`src/rtl/seg_serial_driver.sv`:
```
// seg_serial_driver
//   Builds a DIGITS-byte active-low segment frame and shifts it MSB first into
//   a 74HC164-style segment shift chain, then pulses seg_latch to transfer the
//   chain to the segment outputs.
//
//   Text mode (mode=0): each digit byte is {point_n[d], hex7(nibble d)}, or
//   0xFF when blank[d] is set. Graphic mode (mode=1): each digit byte is the
//   raw disp_num byte. Segment byte layout is {dp,g,f,e,d,c,b,a}, 0 = lit.
//
//   Parameters:
//     DIGITS   number of 7-segment digits (frame length N = DIGITS*8)
//     CLK_DIV  clk cycles per seg_clk phase (>= 1)
//
//   Ports:
//     clk        system clock, rising edge
//     rst        synchronous active-high reset
//     start      request a frame transfer (sampled only when idle)
//     mode       0 = text (hex), 1 = graphic (raw)
//     disp_num   digit data, DIGITS*8 bits
//     point_n    text mode: 0 lights dp of digit d
//     blank      text mode: 1 blanks digit d
//     seg_clk    shift clock to the chain
//     seg_sout   serial data to the chain
//     seg_latch  transfer pulse after the last bit
//     seg_clrn   active-low chain clear (low while rst is high)
//     busy       high while a frame is in flight
//     done       one-cycle pulse at the end of a frame
//
//   Optional build macro: SEG_AUTO_REFRESH_EN
//     When defined, a shadow copy of the last transmitted frame is kept and a
//     transfer starts automatically whenever the computed frame differs from it.

module seg_serial_driver #(
  parameter int DIGITS  = 8,
  parameter int CLK_DIV = 2
) (
  input  logic                  clk,
  input  logic                  rst,
  input  logic                  start,
  input  logic                  mode,
  input  logic [DIGITS*8-1:0]   disp_num,
  input  logic [DIGITS-1:0]     point_n,
  input  logic [DIGITS-1:0]     blank,
  output logic                  seg_clk,
  output logic                  seg_sout,
  output logic                  seg_latch,
  output logic                  seg_clrn,
  output logic                  busy,
  output logic                  done
);

  localparam int N     = DIGITS * 8;
  localparam int CNT_W = $clog2(N + 1);
  localparam int PH_W  = (CLK_DIV > 1) ? $clog2(CLK_DIV) : 1;

  localparam logic [CNT_W-1:0] LAST_BIT = CNT_W'(N - 1);
  localparam logic [PH_W-1:0]  PH_LAST  = PH_W'(CLK_DIV - 1);

  typedef enum logic [2:0] {
    IDLE,
    SHIFT_LO,
    SHIFT_HI,
    LATCH,
    DONE
  } state_t;

  state_t            state;
  state_t            next_state;
  logic [N-1:0]      sr;
  logic [N-1:0]      sr_next;
  logic [CNT_W-1:0]  bit_cnt;
  logic [CNT_W-1:0]  bit_cnt_next;
  logic [PH_W-1:0]   phase_cnt;
  logic              phase_last;
  logic              trigger;
  logic              capture;
  logic              shift_now;
  logic [N-1:0]      frame;

  logic seg_clk_d;
  logic seg_sout_d;
  logic seg_latch_d;
  logic busy_d;
  logic done_d;

  // Active-low hex glyphs for segments g..a; dp is supplied separately.
  function automatic logic [6:0] hex7(input logic [3:0] v);
    logic [6:0] s;
    case (v)
      4'h0: s = 7'h40;
      4'h1: s = 7'h79;
      4'h2: s = 7'h24;
      4'h3: s = 7'h30;
      4'h4: s = 7'h19;
      4'h5: s = 7'h12;
      4'h6: s = 7'h02;
      4'h7: s = 7'h78;
      4'h8: s = 7'h00;
      4'h9: s = 7'h10;
      4'hA: s = 7'h08;
      4'hB: s = 7'h03;
      4'hC: s = 7'h46;
      4'hD: s = 7'h21;
      4'hE: s = 7'h06;
      default: s = 7'h0E;
    endcase
    return s;
  endfunction

  // Frame as it would be captured this cycle. In text mode only the low
  // DIGITS*4 bits of disp_num are consulted.
  always_comb begin
    frame = '1;
    for (int unsigned d = 0; d < DIGITS; d++) begin
      if (mode) begin
        frame[8*d +: 8] = disp_num[8*d +: 8];
      end else if (!blank[d]) begin
        frame[8*d +: 8] = {point_n[d], hex7(disp_num[4*d +: 4])};
      end
    end
  end

`ifdef SEG_AUTO_REFRESH_EN
  logic [N-1:0] shadow;

  always_ff @(posedge clk) begin
    if (rst) begin
      shadow <= '1;
    end else if (capture) begin
      shadow <= frame;
    end
  end

  always_comb begin
    trigger = start || (frame != shadow);
  end
`else
  always_comb begin
    trigger = start;
  end
`endif

  assign phase_last = (phase_cnt == PH_LAST);
  assign capture    = (state == IDLE) && trigger;
  assign shift_now  = (state == SHIFT_HI) && phase_last;

  // State register together with the frame datapath it sequences.
  always_ff @(posedge clk) begin
    if (rst) begin
      state     <= IDLE;
      sr        <= '1;
      bit_cnt   <= '0;
      phase_cnt <= '0;
    end else begin
      state   <= next_state;
      sr      <= sr_next;
      bit_cnt <= bit_cnt_next;
      if ((next_state != state) || (state == IDLE) || (state == DONE)) begin
        phase_cnt <= '0;
      end else begin
        phase_cnt <= phase_cnt + 1'b1;
      end
    end
  end

  // Next-state logic.
  always_comb begin
    next_state = state;
    case (state)
      IDLE: begin
        if (trigger) next_state = SHIFT_LO;
      end
      SHIFT_LO: begin
        if (phase_last) next_state = SHIFT_HI;
      end
      SHIFT_HI: begin
        if (phase_last) next_state = (bit_cnt == LAST_BIT) ? LATCH : SHIFT_LO;
      end
      LATCH: begin
        if (phase_last) next_state = DONE;
      end
      DONE: begin
        next_state = IDLE;
      end
      default: next_state = IDLE;
    endcase
  end

  // Datapath next values: load on capture, shift one bit per completed
  // high phase (chain has already sampled on the rising seg_clk edge).
  always_comb begin
    sr_next      = sr;
    bit_cnt_next = bit_cnt;
    if (capture) begin
      sr_next      = frame;
      bit_cnt_next = '0;
    end else if (shift_now) begin
      sr_next      = {sr[N-2:0], 1'b1};
      bit_cnt_next = bit_cnt + 1'b1;
    end
  end

  // Output decode is taken from the next state and next shift register so
  // that every registered output lines up with the state it belongs to.
  always_comb begin
    seg_clk_d   = (next_state == SHIFT_HI);
    seg_sout_d  = ((next_state == SHIFT_LO) || (next_state == SHIFT_HI)) ? sr_next[N-1] : 1'b1;
    seg_latch_d = (next_state == LATCH);
    busy_d      = (next_state != IDLE);
    done_d      = (next_state == DONE);
  end

  always_ff @(posedge clk) begin
    if (rst) begin
      seg_clk   <= 1'b0;
      seg_sout  <= 1'b1;
      seg_latch <= 1'b0;
      seg_clrn  <= 1'b0;
      busy      <= 1'b0;
      done      <= 1'b0;
    end else begin
      seg_clk   <= seg_clk_d;
      seg_sout  <= seg_sout_d;
      seg_latch <= seg_latch_d;
      seg_clrn  <= 1'b1;
      busy      <= busy_d;
      done      <= done_d;
    end
  end

endmodule

```
`config.mk`:
```
export PLATFORM = sky130hd
export DESIGN_NAME = seg_serial_driver
export DESIGN_NICKNAME = d
export VERILOG_FILES = /design/src/rtl/seg_serial_driver.sv
export SDC_FILE = /design/constraint.sdc
export NUM_CORES = 1
export LEC_CHECK = 0
export CORE_MARGIN = 3
export CORE_UTILIZATION = 30
export CTS_CLUSTER_DIAMETER = 60
export CTS_CLUSTER_SIZE = 8
export DETAILED_ROUTE_END_ITERATION = 10
export PLACE_DENSITY = 0.54
export SYNTH_ARGS = -nofsm -noshare
export SYNTH_HDL_FRONTEND = slang
export SYNTH_SLANG_ARGS = --single-unit
```
`constraint.sdc`:
```
create_clock -name clk -period 1.9 [get_ports clk]
set_clock_uncertainty 0.15 [all_clocks]
set_input_delay 0.285 -clock clk [delete_from_list [all_inputs] [get_ports clk]]
set_output_delay 0.285 -clock clk [all_outputs]
set_load 0.01 [all_outputs]
```
[Word-level counts from Yosys, hierarchy flattened]
Memories as Yosys holds them, arrays and structs flattened.
Index checks and enable logic that the tools add are counted.
Word-level totals
  register bits after elaboration: 81
  bits in read-only memories: 896
  bits of input ports: 84
  output and inout bits: 6
  memories kept: 8
Operators by class
  add/subtract/negate cells: 2
  eq/ne operators: 10
  muxes and demuxes: 25
  bitwise operators: 1
  reductions and logical operators: 11
Memories
  (name not given): depth 16, width 7, read ports 1, clocked after memory_dff 0, write ports 0, RTL line 89  | case (v)
  (name not given): depth 16, width 7, read ports 1, clocked after memory_dff 0, write ports 0, RTL line 89
  (name not given): depth 16, width 7, read ports 1, clocked after memory_dff 0, write ports 0, RTL line 89
  (name not given): depth 16, width 7, read ports 1, clocked after memory_dff 0, write ports 0, RTL line 89
  (name not given): depth 16, width 7, read ports 1, clocked after memory_dff 0, write ports 0, RTL line 89
  (name not given): depth 16, width 7, read ports 1, clocked after memory_dff 0, write ports 0, RTL line 89
  +2 memories
Operators by type and width (count)
  2-to-1 mux 64 bit: 2
  2-to-1 mux 8 bit: 16
  == test 3 x 2 -> 1 bit, second input constant: 4
  2-to-1 mux 3 bit: 4
  case mux 3 bit (4 select lines): 1
  adder 7 x 1 -> 7 bit, second input constant: 1
  == test 7 x 6 -> 1 bit, second input constant: 1
  == test 3 x 1 -> 1 bit, second input constant: 2
  == test 3 bit, second input constant: 2
  OR reduction 2 bit: 3
  logical NOT 3 bit: 1
  logical OR 1 bit: 3
  != test 3 bit: 1
  nonzero test 3 bit: 1
  logical AND 1 bit: 2
  2-to-1 mux 2 bit: 1
  nonzero test 2 bit: 1
  adder 1 bit, second input constant: 1
  2-to-1 mux 1 bit: 1
  inverter 1 bit: 1

[Depth between registers and ports, before layout]
  depth in word-level cells: 8
  depth in mapped cells: 6
  mapped depth without buffers: 6

[Worst setup path before layout]
Ideal clock, no wire load.
  path type: input to register
  start: input disp_num[4]
  end: register sr[14]
  data arrival time: 1.500 ns
  data required time: 1.628 ns
  path slack: 0.128 ns
  stages on the path: 6
  buffers on the path: 0
  cell sequence: inv_1 ha_1 mux2_4 a2111oi_2 o21ai_1 a221o_1
Between the ends
  longest elaborated chain between the ends: 4
RTL lines
  from (decl): RTL line 41  | input logic [DIGITS*8-1:0] disp_num,
  memory read (16 x 7 bit)
  2-to-1 mux 8 bit: RTL line 117  | end else if (!blank[d]) begin
  2-to-1 mux 8 bit: RTL line 115  | if (mode) begin
  2-to-1 mux 64 bit: RTL line 194  | if (capture) begin
  to (signal assigned): RTL line 156  | sr <= sr_next;
  to (decl): RTL line 69  | logic [N-1:0] sr;
Every way passes these cells.
A chain may end at the register's enable or synchronous reset.

[Worst setup path after layout]
  start: input disp_num[25]
  end: register sr[50]
Same word-level chain as after synthesis.

==> flow_summary.yaml <==
placement:
  place_ws_ps: -567
  postPlaceCellArea_um2: 7530
  dp.cells: 1044
  port_buffers: 89
  place_congestion: 0.893
  dp.final_hpwl_um: 13000
clock_tree:
  h-tree-depth: 3
  ctsHoldBuffers: 0
  cts_root_buffer: "clkbuf_16"
  cts_tree: "done"
  clock-sinks: 81
  clk_pin_slew_worst_paths_ps: 60
  numCtsBuffers: 9
  clk_latency_ps: 330
  clock_path_buffers: 2
floorplan:
  die_h_um: 144
  core_area_um2: 18300
  die-area_um2: 20700
  start_util: 0.311
  die-width_um: 144
  rows: 49
  io_pins: 90
final_layout:
  stdcell_area_um2: 7900
  syn_to_final_growth_pct: 38.6
  final_util: 0.431
  fillers: 1765
  regArea_um2: 1620
  final_nets: 962
  final_layout_size_suffix_gt1_frac: 0.218
  stdcell_count: 1061
  multi_input_area_um2: 3680
  n_antenna_cell: 0
power:
  power.total_w: 0.00497
  p_per_area_nw_per_um2: 629
  ir_drop_mv: 0.342
  leakagePower_nw: 3.25
timing:
  drv_slew: 0
  tightestPinTransition_ps: 468
  clock.fmax_mhz: 542
  min_period_ps: 1850
  layout_setup_ws_ps: 54.2
  relSlewSlack: 0.684
  hold_viol: 0
  rsz0062_at_grt: "false"
  period_share: 0.971
  setup_viol: 0
yosys:
  synth_cell_types: 56
  async_flop_share: 0
  synthCells: 669
  synth_flop_cell: "dfxtp_1"
  synth_enable_flop_cells: 0
  ys_warn_count: 0
  syn_area_um2: 5700
  ys_seq_area_frac: 0.284
  syn_avg_cell_area_um2: 8.52
  ys_seq_elements: 81
  syn-num-nets: 802
critical_path:
  end_kind: "flop"
  required_ps: 1960
  start_kind: "primary input"
  path_class: "primary input to flop"
  worstPathArrival_ps: 1910
  startpoint: "disp_num[25]"
  r2r-start: "state[2]$_SDFF_PP0_"
  cp_max_fo: 3
global_routing:
  grt_max_degree: 48
  antenna_found_initial: 0
  grt_usage: 0.160
  grt_pass1_vias: 5714
  grt-ovfl-total: 0
  grt_pass1_wl_um: 27300
route:
  wirelength_um: 16700
  first_pass_iters: 5
  drcViolationCount: 0
  drt_iter0_drc: 376
  vias: 5662
  via_per_inst: 5.34
  antenna_left: 0
  detail_route.wl_per_cell_um: 15.7
status:
  status: "finished, final reports clean"
min_path:
  hp-start: "rst"
  hold_path.class: "primary input to flop"
job:
  cap_viol_max_count: 0
[metrics by stage]
step	TNS, ps	hold WS, ps
after floorplan	0	293
after CTS	0	219
after global routing	0	230
after global placement	-17610	313
final	0	222
after detailed placement	-18990	323
[critical path, cell delays in order]
cell and delay (ps):
clkdlybuf4s50_1 440, inv_1 120, ha_1 190, buf_4 130, and3b_1 170, a2111oi_0 440
o21ai_1 130
[logic make-up (layout without fill, tap and decap cells)]
family	Yosys count	in the layout	synth area share
compound gates	275	275	0.325
flops	81	81	0.284
buf+inv	103	266	0.0827
fa+ha+maj	49	49	0.108
simple gates	117	117	0.106
mux	39	39	0.0869
xor+xnor	5	5	0.00768
[synthesized netlist by cell type, types with 24 or more instances]
cell type,count,share of area
dfxtp_1,81,0.28
o21ai_0,72,0.063
a221oi_1,55,0.084
o21ai_1,50,0.044
ha_1,49,0.11
clkbuf_1,42,0.028
inv_1,37,0.024
nand2_1,30,0.020
nor2_1,27,0.018
a21oi_1,26,0.023
mux2i_1,24,0.042
[flip-flops by register name, indices dropped and copies added (netlist names)]
| register | flops |
|---|---|
| bit_cnt | 7 |
| busy | 1 |
| done | 1 |
| phase_cnt | 1 |
| seg_clk | 1 |
| seg_clrn | 1 |
| seg_latch | 1 |
| seg_sout | 1 |
| sr | 64 |
| state | 3 |
[worst paths after layout]
check	cells after the start	end	slack, ps
setup / recovery	7	sr[50]$_SDFFE_PP1P_	50
hold / removal	2	seg_clrn$_DFF_P_	220
setup reg to reg	5	sr[33]$_SDFFE_PP1P_	130
hold reg to reg	1	sr[22]$_SDFFE_PP1P_	340
[where the power goes]
part | switching, W | leakage (nW) | internal (W)
Combinational | 0.000638 | 2.44 | 0.000695
Clock | 0.000648 | 0.137 | 0.00104
Sequential | 0.0000922 | 0.670 | 0.00186
Total | 0.00138 | 3.25 | 0.00359
[timing repair]
item	CTS	global route
hold endpoints to repair	0	0
setup buffers	0	3
setup endpoints to repair	16	25
pin swaps	1	3
resized for setup	14	11
[layout by cell type, fill, tap and decap left out, types with 6 or more instances in the layout]
master           instances
inv_1                   37
dfxtp_1                 81
mux2_2                   6
mux4_2                   7
o21ai_1                 50
o211ai_1                16
a2111oi_2                6
clkdlybuf4s50_1         81
nor2_1                  27
buf_4                  120
a221oi_2                 7
clkbuf_16                9
o21ai_0                 72
nand2_1                 30
ha_1                    49
o22ai_1                  8
a21oi_1                 26
or3_1                    8
a221oi_1                54
mux2i_1                 24
nor3_1                  15
a211oi_1                 7
[layer usage]
layer | global-route usage | routed length (um) | vias to the layer above
li1 | - | - | 2843
met1 | 0.201 | 7510 | 2683
met2 | 0.279 | 8190 | 114
met3 | 0.0323 | 658 | 22
met4 | 0.0421 | 297 | 0
met5 | 0 | 0 | -
[layout make-up]
type / count / share of cell area
multi-input cells: 485 / 0.466
repair buffers: 214 / 0.239
flip-flops and latches: 81 / 0.205
well taps: 229 / 0.0363
clock buffers: 11 / 0.0307
inverters: 38 / 0.0180
clock inverters: 3 / 0.00538
No activity file was read; power rests on OpenSTA's default activity.
